[config.mk]
export PLATFORM = sky130hd
export DESIGN_NAME = ex_wb_stage
export DESIGN_NICKNAME = d
export VERILOG_FILES = /design/src/rtl/ex_wb_stage.sv
export SDC_FILE = /design/constraint.sdc
export NUM_CORES = 1
export LEC_CHECK = 0
export ABC_CLOCK_PERIOD_IN_PS = 5700
export CORE_ASPECT_RATIO = 1.75
export CORE_UTILIZATION = 45
export DETAILED_ROUTE_END_ITERATION = 16
export PLACE_DENSITY = 0.8
export SLEW_MARGIN = 20
export SYNTH_ARGS = -nofsm -noshare
export SYNTH_HDL_FRONTEND = slang
export SYNTH_SLANG_ARGS = --single-unit
[constraint.sdc]
create_clock -name clk -period 5.7 [get_ports clk]
set_clock_uncertainty 0.15 [all_clocks]
set_input_delay 1.14 -clock clk [delete_from_list [all_inputs] [get_ports clk]]
set_output_delay 1.14 -clock clk [all_outputs]
set_load 0.01 [all_outputs]
[src/rtl/ex_wb_stage.sv]
// Execute/write-back stage: ALU, branch/jump resolution, data-memory access and write-back register.
// Optional define EX_MISALIGN_TRAP_EN enables the sticky misaligned-access trap.
module ex_wb_stage (
    input  logic        clk,
    input  logic        reset,
    input  logic        id_valid,
    input  logic [31:0] id_pc,
    input  logic [31:0] id_imm,
    input  logic        id_imm_sel,
    input  logic        id_alu,
    input  logic        id_lui,
    input  logic        id_jal,
    input  logic        id_jalr,
    input  logic        id_branch,
    input  logic        id_mem_write,
    input  logic        id_mem_to_reg,
    input  logic        id_arith_sub,
    input  logic [2:0]  id_funct3,
    input  logic [4:0]  id_rd,
    input  logic [31:0] rs1_data,
    input  logic [31:0] rs2_data,
    output logic        dmem_req,
    output logic        dmem_we,
    output logic [31:0] dmem_addr,
    output logic [31:0] dmem_wdata,
    output logic [3:0]  dmem_be,
    input  logic        dmem_ack,
    input  logic [31:0] dmem_rdata,
    output logic        stall,
    output logic        redirect,
    output logic [31:0] redirect_pc,
    output logic        wb_we,
    output logic [4:0]  wb_rd,
    output logic [31:0] wb_data,
    output logic [31:0] wb_pc,
    output logic        exception
);

    localparam logic [31:0] RESET_PC = 32'h0000_0000;

    typedef enum logic {IDLE, MEM_WAIT} state_t;

    state_t      state, state_next;
    logic        kill, effective, is_mem, misaligned, taken;
    logic        req_int, redirect_int, retire, writes_reg;
    logic [31:0] op2, alu_result, sra_result, eff_addr, acc_addr, result;
    logic [31:0] load_data, rdata_shifted, st_wdata, target;
    logic [3:0]  st_be;
    logic [31:0] hold_addr, hold_wdata;
    logic [3:0]  hold_be;
    logic        hold_we;
    logic [7:0]  ld_byte;
    logic [15:0] ld_half;

    assign effective  = id_valid && !kill;
    assign is_mem     = id_mem_to_reg || id_mem_write;
    assign eff_addr   = rs1_data + id_imm;
    assign op2        = id_imm_sel ? id_imm : rs2_data;
    assign sra_result = $signed(rs1_data) >>> op2[4:0];
    assign writes_reg = (id_alu || id_lui || id_jal || id_jalr || id_mem_to_reg) && (id_rd != 5'd0);

`ifdef EX_MISALIGN_TRAP_EN
    assign misaligned = is_mem && (((id_funct3[1:0] == 2'b01) && eff_addr[0]) ||
                                   ((id_funct3[1:0] == 2'b10) && (eff_addr[1:0] != 2'b00)));

    always_ff @(posedge clk or negedge reset) begin
        if (!reset)
            exception <= 1'b0;
        else if (state == IDLE && effective && misaligned)
            exception <= 1'b1;
    end
`else
    assign misaligned = 1'b0;
    assign exception  = 1'b0;
`endif

    always_comb begin
        alu_result = '0;
        case (id_funct3)
            3'd0: alu_result = id_arith_sub ? rs1_data - op2 : rs1_data + op2;
            3'd1: alu_result = rs1_data << op2[4:0];
            3'd2: alu_result = {31'b0, $signed(rs1_data) < $signed(op2)};
            3'd3: alu_result = {31'b0, rs1_data < op2};
            3'd4: alu_result = rs1_data ^ op2;
            3'd5: alu_result = id_arith_sub ? sra_result : rs1_data >> op2[4:0];
            3'd6: alu_result = rs1_data | op2;
            3'd7: alu_result = rs1_data & op2;
            default: alu_result = '0;
        endcase
    end

    always_comb begin
        taken = 1'b0;
        case (id_funct3)
            3'd0: taken = rs1_data == rs2_data;
            3'd1: taken = rs1_data != rs2_data;
            3'd4: taken = $signed(rs1_data) < $signed(rs2_data);
            3'd5: taken = $signed(rs1_data) >= $signed(rs2_data);
            3'd6: taken = rs1_data < rs2_data;
            3'd7: taken = rs1_data >= rs2_data;
            default: taken = 1'b0;
        endcase
    end

    // Store data is replicated across lanes; byte enables pick the addressed lane.
    always_comb begin
        st_wdata = rs2_data;
        st_be    = 4'b1111;
        case (id_funct3[1:0])
            2'b00: begin
                st_wdata = {4{rs2_data[7:0]}};
                st_be    = 4'b0001 << eff_addr[1:0];
            end
            2'b01: begin
                st_wdata = {2{rs2_data[15:0]}};
                st_be    = 4'b0011 << {eff_addr[1], 1'b0};
            end
            default: begin
                st_wdata = rs2_data;
                st_be    = 4'b1111;
            end
        endcase
    end

    assign acc_addr      = (state == MEM_WAIT) ? hold_addr : eff_addr;
    assign rdata_shifted = dmem_rdata >> {acc_addr[1:0], 3'b000};
    assign ld_byte       = rdata_shifted[7:0];
    assign ld_half       = acc_addr[1] ? dmem_rdata[31:16] : dmem_rdata[15:0];

    always_comb begin
        load_data = dmem_rdata;
        case (id_funct3)
            3'd0: load_data = {{24{ld_byte[7]}}, ld_byte};
            3'd1: load_data = {{16{ld_half[15]}}, ld_half};
            3'd4: load_data = {24'b0, ld_byte};
            3'd5: load_data = {16'b0, ld_half};
            default: load_data = dmem_rdata;
        endcase
    end

    always_comb begin
        result = alu_result;
        if (id_lui)
            result = id_imm;
        else if (id_jal || id_jalr)
            result = id_pc + 32'd4;
        else if (id_mem_to_reg)
            result = load_data;
    end

    assign target = id_jalr ? ((rs1_data + id_imm) & ~32'd1) : (id_pc + id_imm);

    always_comb begin
        state_next   = state;
        req_int      = 1'b0;
        retire       = 1'b0;
        redirect_int = 1'b0;
        case (state)
            IDLE: begin
                if (effective) begin
                    if (is_mem && !misaligned) begin
                        req_int = 1'b1;
                        if (dmem_ack)
                            retire = 1'b1;
                        else
                            state_next = MEM_WAIT;
                    end else begin
                        retire       = 1'b1;
                        redirect_int = !is_mem && (id_jal || id_jalr || (id_branch && taken));
                    end
                end
            end
            MEM_WAIT: begin
                req_int = 1'b1;
                if (dmem_ack) begin
                    retire     = 1'b1;
                    state_next = IDLE;
                end
            end
            default: state_next = IDLE;
        endcase
    end

    // Gating with reset makes the request drop the instant reset asserts, even mid-access.
    assign dmem_req    = reset && req_int;
    assign dmem_we     = dmem_req && ((state == MEM_WAIT) ? hold_we : id_mem_write);
    assign dmem_addr   = dmem_req ? {acc_addr[31:2], 2'b00} : 32'h0;
    assign dmem_wdata  = dmem_req ? ((state == MEM_WAIT) ? hold_wdata : st_wdata) : 32'h0;
    assign dmem_be     = dmem_req ? ((state == MEM_WAIT) ? hold_be : st_be) : 4'b0000;
    assign stall       = dmem_req && !dmem_ack;
    assign redirect    = reset && redirect_int;
    assign redirect_pc = redirect ? target : RESET_PC;

    always_ff @(posedge clk or negedge reset) begin
        if (!reset) begin
            state      <= IDLE;
            kill       <= 1'b0;
            wb_we      <= 1'b0;
            wb_rd      <= 5'd0;
            wb_data    <= 32'h0;
            wb_pc      <= RESET_PC;
            hold_addr  <= 32'h0;
            hold_wdata <= 32'h0;
            hold_be    <= 4'b0000;
            hold_we    <= 1'b0;
        end else begin
            state <= state_next;
            if (state == IDLE)
                kill <= redirect_int;
            wb_we <= retire && writes_reg && !misaligned;
            if (retire) begin
                wb_rd   <= id_rd;
                wb_data <= result;
                wb_pc   <= id_pc;
            end
            if (state == IDLE && state_next == MEM_WAIT) begin
                hold_addr  <= eff_addr;
                hold_wdata <= st_wdata;
                hold_be    <= st_be;
                hold_we    <= id_mem_write;
            end
        end
    end

endmodule

Word-level counts from Yosys, hierarchy flattened
Cells that the tools add are included.

Register bits after elaboration: 141. Input port bits: 181. Output and inout bits: 175. Logic and storage cells: 99.

Add/sub/neg operators: 5. Magnitude comparators: 6. Equal/unequal tests: 10. Shift-type cells: 6. Mux-type cells: 35. Bitwise gates (word level): 4. Reductions and logical operators: 23.

Operators by type and width (count): two-way mux 32 bit (12); one-hot mux 32 bit (8 select lines) (1); less-than comparator 32 bit (4); one-hot mux 32 bit (4 select lines) (1); adder 32 bit (3); >= comparator 32 bit (2); one-hot mux 32 bit (2 select lines) (1); adder 32 x 3 -> 32 bit, second input constant (1); AND 32 bit (1); equality test 32 bit (1); != test 32 bit (1); bitwise OR 32 bit (1); left shift 32 x 5 -> 32 bit (1); right shift 32 x 5 -> 32 bit (1); right shift 32 x 5 -> 8 bit (1); >>> shifter 32 x 5 -> 32 bit (1); subtractor 32 bit (1); bitwise XOR 32 bit (1); two-way mux 16 bit (1); equality test 3 bit, second input constant (4); two-way mux 1 bit (12); logical AND 1 bit (10); two-way mux 4 bit (2); one-hot mux 4 bit (2 select lines) (1); other kinds (13) (24).

Depth between registers and ports, before layout
Gate-level depths: netlist of run 1.

Word-level depth: 10. Gate-level depth with buffers: 19. Gate-level depth less buffers: 15.

Worst setup path after synthesis of run 1
No wires, ideal clock.

Path kind: input to output. Start point: in rs2_data[31]. End point: out redirect_pc[26]. Arrival: 3.921 ns. Required time: 4.410 ns. Slack: 0.489 ns. Stages: 12. Buffers on the path: 0. Path through: inv_1 ha_1 nand4_1 or2_1 nor4_2 o31a_1 a31oi_1 and3_1 a311o_1 a211oi_2 nand2_1 a2111oi_0.

Word-level cells in the longest chain between the ends: 10. Elaborated cells on any way between the ends: 15. Those cells by class: order compare (4); eq/ne (2); mux (5); reduce/logical (4).

Ends and longest elaborated chain: start, declared (line 21) `input logic [31:0] rs2_data,`; >= comparator 32 bit, or another cell as far along (line 100) `3'd7: taken = rs1_data >= rs2_data;`; one-hot mux 1 bit (6 select lines) (*) (line 94) `case (id_funct3)`; logical AND 1 bit (*) (line 169) `redirect_int = !is_mem && (id_jal || id_jalr || (id_branch && taken));`; logical OR 1 bit (*) (line 169); logical AND 1 bit (*) (line 169); two-way mux 1 bit (*) (line 161) `if (is_mem && !misaligned) begin`; two-way mux 1 bit (*) (line 160) `if (effective) begin`; two-way mux 1 bit (*) (line 158) `case (state)`; logical AND 1 bit (*) (line 191) `assign redirect = reset && redirect_int;`; two-way mux 32 bit (*) (line 192) `assign redirect_pc = redirect ? target : RESET_PC;`; end, declared (line 31) `output logic [31:0] redirect_pc,`.

Mark *: on every way between the ends. The rest lies on a longest branch, timed or not.

Worst setup path after layout of run 1
Start point: in id_imm[3]. End point: out dmem_addr[27].

Word-level cells in the longest chain between the ends: 3.

Ends and longest elaborated chain: start, declared (line 8) `input logic [31:0] id_imm,`; adder 32 bit (line 57) `assign eff_addr = rs1_data + id_imm;`; two-way mux 32 bit (line 125) `assign acc_addr = (state == MEM_WAIT) ? hold_addr : eff_addr;`; two-way mux 32 bit (line 187) `assign dmem_addr = dmem_req ? {acc_addr[31:2], 2'b00} : 32'h0;`; end, declared (line 24) `output logic [31:0] dmem_addr,`.

No other way between the ends.

==> flow_summary.json, run 1 <==
{
  "status": "finished, violations left",
  "violations": "setup timing",
  "yosys_register_bits": 141,
  "core_um2": 47700,
  "setup_viol": 4,
  "max-cap-violations": 0,
  "muxShareOfSynthArea_pct": 11.3,
  "p_per_area_nw_per_um2": 209,
  "finalMaxSlewViolations": 0,
  "p_leak_nw": 14.2,
  "cts_buffers": 17,
  "hold_class": "flop to flop",
  "intPower_mw": 3.45,
  "finalCritPeriodShare_pct": 101,
  "clockPowerShare_pct": 18.8,
  "cpMostUsedCell": "buf_4",
  "rr_startpoint": "state",
  "combPwrFrac_pct": 58.9,
  "synthXorXnorAreaFrac_pct": 5.19,
  "register_area_um2": 3530,
  "worstSetupEndpointType": "primary output",
  "setup_ws_ns": -0.0462,
  "synth_cell_type_count": 84,
  "cp_cell_sequence": "clkdlybuf4s50_1, buf_6, ha_4, o21ai_1, o21ai_2, a31oi_2, o21a_1, o211ai_1, buf_4, buf_4, a21o_1, a21oi_2, xnor2_2, mux2i_1, nor2_1, dlygate4sd2_1",
  "fp.dieW_um": 168,
  "period_minus_slack_ns": 5.75,
  "synth_area_um2": 21800,
  "path_max_fanout": 4,
  "num_vias": 28725,
  "yosys.area_share.adder_pct": 11.4,
  "vias_per_cell": 6.57,
  "rsz0062_at_grt": "true",
  "crit_required_ns": 4.41,
  "place.gp.congestion": 1.14,
  "synth_top_cell_by_area": "dfrtp_1",
  "ir_drop_mv": 0.202,
  "die_h_um": 293,
  "track_usage_pct": 51.2,
  "maxSlewHeadroom_pct": 10.9,
  "p_switching_mw": 2.85,
  "max_freq_ghz": 0.174,
  "startpoint_type": "input pin",
  "drtIter0Drc": 3614,
  "synth_simple_gate_area_share_pct": 22.1,
  "placementRows": 106,
  "cts_max_path_buffers": 2,
  "hp-start": "wb_rd[0]",
  "rrSetupSlack_ns": 1.17,
  "r2r_cells": 9,
  "hold_viol_final": 0,
  "syn_to_final_growth_pct": 38.4,
  "synth_top_family_by_area": "compound AO/OA/AOI/OAI gates",
  "wl_um": 130000,
  "die_area_um2": 49300,
  "tns_ns": -0.107,
  "synth_compound_area_share_pct": 27.6,
  "grt_pass1_wl_um": 182000,
  "cts_tree": "yes",
  "drc": 0,
  "portBuffers": 352,
  "path_clk_slew_ns": 0.07,
  "yosys_warnings": 0,
  "yosys_most_used_dff": "dfrtp_1",
  "p_sw_share_pct": 45.2,
  "antenna_found_initial": 16,
  "async_flop_share_pct": 100,
  "drtAntennaViolNets": 0,
  "synth_top_area_share_pct": 16.2,
  "io_pins": 356,
  "reg2reg_to": "wb_data[29]",
  "ctsHtreeMaxLevel": 4,
  "final_nets": 4133,
  "max_stage_delay_ns": 0.42,
  "seqPwrFrac_pct": 22.3,
  "hold_path_end": "wb_rd[0]",
  "drtPass1Iterations": 8,
  "synthCells": 3104,
  "multi_input_area_um2": 17600,
  "ys_top_cells_by_area": "dfrtp_1 16%, ha_1 11%, mux2i_1 8.1%",
  "syn_area_per_cell_um2": 7.02,
  "grt.overflow.total": 0,
  "cts_sinks": 141,
  "crit_slowest_cell": "clkdlybuf4s50_1",
  "nFillCells": 4352,
  "seq_area_frac_synth_pct": 16.2,
  "grt_max_degree": 111,
  "cp.arrival_ns": 4.46,
  "crit_type": "input pin to primary output",
  "wl_per_cell_um": 29.6,
  "clk_latency_ns": 0.45,
  "synth_edf_count": 0,
  "design_power_total_mw": 6.30,
  "cts_root_buf": "clkbuf_16",
  "drive_above_1_share_pct": 19.0,
  "hold_depth": 2,
  "utilization_pct": 63.2,
  "start_util_pct": 45.6,
  "first_global_vias": 27533,
  "worst_pin_slew_ns": 1.33,
  "hpwlAfterDp_um": 100000
}
-- per-layer routing --
layer	global-route usage, %	share of wire, %	wire, µm	vias to the layer above
met3	14.3	10	13500	864
met5	0	0.053	69	-
met4	62.0	15	19100	10
met2	80.6	44	57100	2075
li1	-	-	-	12484
met1	50.0	31	39700	13292
-- synth_stat cells, types with 26 or more instances --
cell and instances:
a21oi_1 322, nand2_1 449, a211oi_1 53, buf_2 26
ha_1 192, mux2i_1 176, inv_1 150, dfrtp_1 141
nor2_1 340, a21o_1 37, xor2_1 48, xnor2_1 81
o211ai_1 40, nor3_1 49, mux2_2 43, nand3_1 71
nand2b_1 37, a31oi_1 35, buf_1 31, clkbuf_1 128
o21a_1 44, o21ai_0 227
-- logic make-up after synthesis --
logic type / Yosys count
other: 1
muxes: 229
DFF: 141
xor gates and xnor gates: 129
and+or+nand+nor: 1095
AOI/OAI and AO/OA: 967
buffers and inverters: 346
adders and majority gates: 196
-- stage by stage --
stage	hold slack (ns)	cells	area, µm²	setup slack (ns)
floorplan	0.300	3106	21800	0.489
global placement	0.306	4309	28700	-0.780
detailed placement	0.312	4309	28700	-0.780
CTS	0.328	4358	29600	-0.00978
global route	0.346	4366	30100	-0.141
finish	0.327	4374	30200	-0.0462
-- what timing repair did --
| action | CTS | global route |
|---|---|---|
| hold buffers | 0 | 0 |
| endpoints found under the setup margin | 54 | 51 |
| resized for setup | 234 | 122 |
| buffers inserted | 18 | 5 |
| pin swaps | 31 | 27 |
| hold endpoints to repair | 0 | 0 |
-- power by group through the flow --
stage,sequential (mW),combinational (mW),clock (mW)
global placement,1.40,3.40,0
finish,1.40,3.71,1.19
detailed placement,1.41,3.42,0
global route,1.42,3.89,1.23
floorplan,1.41,1.76,0
CTS,1.39,3.49,1.19
-- registers in the layout, indices dropped and copies added (netlist names) --
name        count
hold_we         1
wb_pc          32
hold_addr      32
kill            1
wb_we           1
wb_rd           5
hold_be         4
state           1
hold_wdata     32
wb_data        32
-- cells in the final DEF (no fill, tap or decap), types with 40 or more instances in the layout --
cell type,Yosys,layout
xor2_1,48,47
o21ai_0,227,218
mux2i_1,176,174
dlymetal6s2s_1,0,42
inv_1,150,138
o211ai_1,40,40
nor3_1,49,47
dfrtp_1,141,140
a21oi_1,322,306
a211oi_1,53,44
buf_4,5,441
mux2_2,43,43
nor2_1,340,337
clkdlybuf4s50_1,0,246
xnor2_1,81,73
ha_1,192,173
nand2_1,449,446
nand3_1,71,70
o21a_1,44,44
-- cell type report --
class                           instances  share of cell area (%)
Clock inverter                         15                   0.577
Timing Repair Buffer                  822                    23.6
Sequential cell                       141                    11.7
Tap cell                              594                    2.46
Multi-Input combinational cell       2619                    58.2
Clock buffer                           17                    1.41
Inverter                              155                    1.94
Antenna cell                           11                  0.0913
-- how the worst max path moves through the flow --
stage	cells past startpoint	from	slack [ns]	endpoint
detailed placement	14	rs1_data[31]	-0.78	redirect_pc[26]
global placement	15	rs1_data[31]	-0.78	redirect_pc[31]
global route	16	id_imm[3]	-0.14	dmem_addr[27]
floorplan	12	rs2_data[31]	0.49	redirect_pc[26]
CTS	15	rs2_data[27]	-0.01	redirect_pc[26]
finish	16	id_imm[3]	-0.05	dmem_addr[27]
-- worst max-delay path, delay by kind of cell --
kind	cells	cell delay [ns]
AOI/OAI and AO/OA	7	1.35
buffers and inverters	5	1.20
adders and majority gates	1	0.28
xor gates and xnor gates	1	0.21
muxes	1	0.13
and+or+nand+nor	1	0.13
Note: power is estimated with default switching activity, not from simulation.
==> run 2: changes to the inputs <==
Settings changed: ABC_CLOCK_PERIOD_IN_PS 5700 to 4850, CTS_BUF_LIST set to sky130_fd_sc_hd__clkbuf_8 sky130_fd_sc_hd__clkbuf_16, CTS_CLUSTER_SIZE set to 14, PLACE_DENSITY 0.8 to 0.83.
Clock period 5.7 ns to 4.85 ns, I/O delays scaled along.
==> run 2 against run 1 <==
- synthesized cell count unchanged
- synthesized area unchanged
- the flow now stops in global routing (5_1_grt)
==> flow_summary.json, run 2 <==
{
  "hpwlAfterDp_um": 104000,
  "synth_top_cell_by_area": "dfrtp_1",
  "synth_top_area_share_pct": 16.2,
  "fp.dieW_um": 168,
  "status": "stopped before the end",
  "track_usage_pct": 59.4,
  "synth_most_common_cell": "nand2_1",
  "placementRows": 106,
  "cts_buffers": 17,
  "place.gp.congestion": 1.18,
  "grt_pass1_wl_um": 213000,
  "seq_area_frac_synth_pct": 16.2,
  "grt_max_degree": 111,
  "haltStage": "global routing (5_1_grt)",
  "cts_root_buf": "clkbuf_16",
  "cts_sinks": 141,
  "synth_area_um2": 21800,
  "synth_edf_count": 0,
  "hold_buffers": 0,
  "synth_cell_type_count": 84,
  "portBuffers": 352,
  "yosys_most_used_dff": "dfrtp_1",
  "async_flop_share_pct": 100,
  "ys_top_cells_by_area": "dfrtp_1 16%, ha_1 11%, mux2i_1 8.1%",
  "first_global_vias": 31825,
  "die_h_um": 293,
  "synthCells": 3104,
  "synth_common_cells": "449 x nand2_1, 340 x nor2_1, 322 x a21oi_1, 227 x o21ai_0, 192 x ha_1",
  "placed_cells": 4560,
  "syn_area_per_cell_um2": 7.02,
  "ctsHtreeMaxLevel": 4,
  "stop_error": "[ERROR GRT-0116] Global routing finished with congestion. Check the congestion regions in the DRC Viewer.",
  "yosys_warnings": 0,
  "io_pins": 356,
  "cts_max_path_buffers": 2,
  "start_util_pct": 45.6,
  "grt.overflow.total": 5,
  "yosys_register_bits": 141
}
[run 2: logic make-up after synthesis]
family                   Yosys count  share of synthesized area [%]
multiplexers                     229                           11.3
AND/OR/NAND/NOR                 1095                           22.1
buffers and inverters            346                           6.24
adder cells (fa/ha/maj)          196                           11.4
other                              1                         0.0172
AO/OA/AOI/OAI                    967                           27.6
flip-flops                       141                           16.2
XOR/XNOR                         129                           5.19
[run 2: routing by layer]
layer	GRT usage, %	GRT overflow
met2	86.9	2
met1	58.0	0
met5	2.53	0
met3	28.2	0
met4	66.6	3
[run 2: per-stage QoR]
step	hold slack [ns]	setup slack, ns	utilization [%]	setup TNS, ns	instance area, µm²
2_1_floorplan	0.300	0.00362	-	0	21800
3_3_place_gp	0.308	-1.37	64.2	-71.13	30600
3_5_place_dp	0.312	-1.39	64.2	-73.37	30600
4_1_cts	0.207	-0.231	68.0	-3.61	32400
[run 2: repair_timing]
item	CTS
gates resized for setup	616
pin swaps	85
endpoints found under the setup margin	68
cloned	3
buffers inserted	53
==> run 3: changes to the inputs <==
Settings changed: ABC_CLOCK_PERIOD_IN_PS 4850 to 6300, CORE_ASPECT_RATIO 1.75 to not set, CORE_UTILIZATION 45 to 30, CTS_BUF_LIST sky130_fd_sc_hd__clkbuf_8 sky130_fd_sc_hd__clkbuf_16 to not set, CTS_CLUSTER_SIZE 14 to not set, PLACE_DENSITY 0.83 to not set, PLACE_DENSITY_LB_ADDON set to 0.15.
Clock period 4.85 ns to 6.3 ns, I/O delays scaled along.
==> run 3 against run 2 <==
- the flow now finishes without violations
==> flow_summary.json, run 3 (synthesis results as in run 1) <==
{
  "startpoint_type": "input pin",
  "drc": 0,
  "drtIter0Drc": 2609,
  "path_clk_slew_ns": 0.09,
  "finalMaxSlewViolations": 0,
  "vias_per_cell": 5.70,
  "grt.overflow.total": 0,
  "grt_pass1_wl_um": 182000,
  "p_per_area_nw_per_um2": 188,
  "hold_viol_final": 0,
  "syn_to_final_growth_pct": 35.7,
  "clk_latency_ns": 0.48,
  "max_freq_ghz": 0.162,
  "cts_buffers": 17,
  "worstSetupEndpointType": "primary output",
  "cp.arrival_ns": 4.77,
  "utilization_pct": 41.2,
  "max-cap-violations": 0,
  "worst_pin_slew_ns": 0.988,
  "crit_type": "input pin to primary output",
  "fp.dieW_um": 271,
  "cts_tree": "yes",
  "p_leak_nw": 13.4,
  "cts_max_path_buffers": 2,
  "ir_drop_mv": 0.216,
  "grt_max_degree": 85,
  "num_vias": 26459,
  "die_area_um2": 73700,
  "start_util_pct": 30.4,
  "first_global_vias": 25316,
  "core_um2": 71700,
  "seqPwrFrac_pct": 22.7,
  "p_switching_mw": 2.55,
  "nFillCells": 7654,
  "cts_sinks": 141,
  "portBuffers": 352,
  "cts_root_buf": "clkbuf_16",
  "intPower_mw": 3.00,
  "final_nets": 4053,
  "antenna_found_initial": 9,
  "r2r_cells": 9,
  "placementRows": 98,
  "setup_viol": 0,
  "io_pins": 356,
  "rrSetupSlack_ns": 2.66,
  "layout_commonest_cell": "nand2_1",
  "hold_path_end": "wb_rd[1]",
  "hold_buffers": 0,
  "period_minus_slack_ns": 6.18,
  "status": "complete, no violations",
  "hold_depth": 2,
  "maxSlewHeadroom_pct": 33.9,
  "crit_required_ns": 4.89,
  "drtPass1Iterations": 6,
  "hold_class": "flop to flop",
  "die_h_um": 271,
  "p_sw_share_pct": 46.0,
  "hp-start": "wb_rd[1]",
  "wl_um": 128000,
  "rsz0062_at_grt": "false",
  "finalCritPeriodShare_pct": 98.1,
  "ctsHtreeMaxLevel": 4,
  "reg2reg_to": "wb_data[24]",
  "path_max_fanout": 16,
  "drive_above_1_share_pct": 14.7,
  "drtAntennaViolNets": 0,
  "layout_common_cells": "447 x nand2_1, 382 x buf_4, 337 x nor2_1, 318 x a21oi_1, 292 x clkdlybuf4s50_1",
  "clockPowerShare_pct": 20.2,
  "combPwrFrac_pct": 57.1,
  "place.gp.congestion": 1.02,
  "hpwlAfterDp_um": 105000,
  "wl_per_cell_um": 27.6,
  "whs_ns": 0.331,
  "track_usage_pct": 33.8,
  "rr_startpoint": "state"
}
run 3: how the worst max path moves through the flow:
stage | slack (ns) | from | endpoint
2_1_floorplan | 0.85 | rs2_data[31] | redirect_pc[26]
3_3_place_gp | -0.46 | rs2_data[31] | redirect_pc[28]
3_5_place_dp | -0.47 | rs2_data[31] | redirect_pc[28]
4_1_cts | 0.009 | rs2_data[26] | redirect
5_1_grt | 0.005 | rs2_data[26] | redirect_pc[21]
6_report | 0.12 | rs2_data[26] | redirect_pc[17]
run 3: critical path, stage by stage:
cell and delay [ns]:
clkdlybuf4s50_1 0.52, inv_1 0.08, ha_1 0.30, nand4_1 0.10
or2_1 0.26, nor4_2 0.21, buf_4 0.18, a31oi_2 0.11
and3_1 0.19, a311o_1 0.34, a211oi_2 0.24, buf_4 0.18
nand2_4 0.12, buf_16 0.22, a211oi_1 0.19, clkdlybuf4s15_2 0.26
run 3: through the flow:
step           instance area (µm²)  instances  TNS [ns]  setup slack [ns]  power (mW)
3_5_place_dp                 28700       4600    -13.15            -0.472        4.36
2_1_floorplan                21800       3106         0             0.849        2.86
6_report                     29600       4645         0             0.122        5.55
5_1_grt                      29600       4643         0           0.00537        5.83
4_1_cts                      29500       4637         0           0.00870        5.51
3_3_place_gp                 28700       4600    -12.54            -0.464        4.37
run 3: power groups by stage:
stage               Combinational (mW)  Clock (mW)  Sequential, mW
floorplan                         1.59           0            1.27
global placement                  3.10           0            1.27
detailed placement                3.09           0            1.28
CTS                               3.12        1.14            1.26
global route                      3.37        1.18            1.28
finish                            3.17        1.12            1.26
run 3: per-layer routing:
layer / vias up / GRT usage, % / wire [µm]
met3: 280 / 7.32 / 10300
met5: - / 0 / 35
met4: 6 / 19.5 / 8030
met1: 12683 / 43.0 / 52600
li1: 12302 / - / -
met2: 1188 / 52.7 / 57100
run 3: area by class of cell:
type                            instances  area, µm²  area share (%)
Sequential cell                       141       3530            11.9
Clock buffer                           17        425            1.44
Timing Repair Buffer                  742       6510            22.0
Multi-Input combinational cell       2619      17100            57.8
Tap cell                              950       1190            4.02
Inverter                              155        584            1.98
Antenna cell                            6       15.0          0.0508
Clock inverter                         15        211           0.715
run 3: repair_timing:
| item | 4_1_cts | 5_1_grt |
|---|---|---|
| gates resized for setup | 73 | 43 |
| setup buffers | 3 | 2 |
| endpoints found under the hold margin | 0 | 0 |
| pin swaps | 9 | 8 |
| endpoints found under the setup margin | 45 | 26 |
| cloned | 2 | 0 |
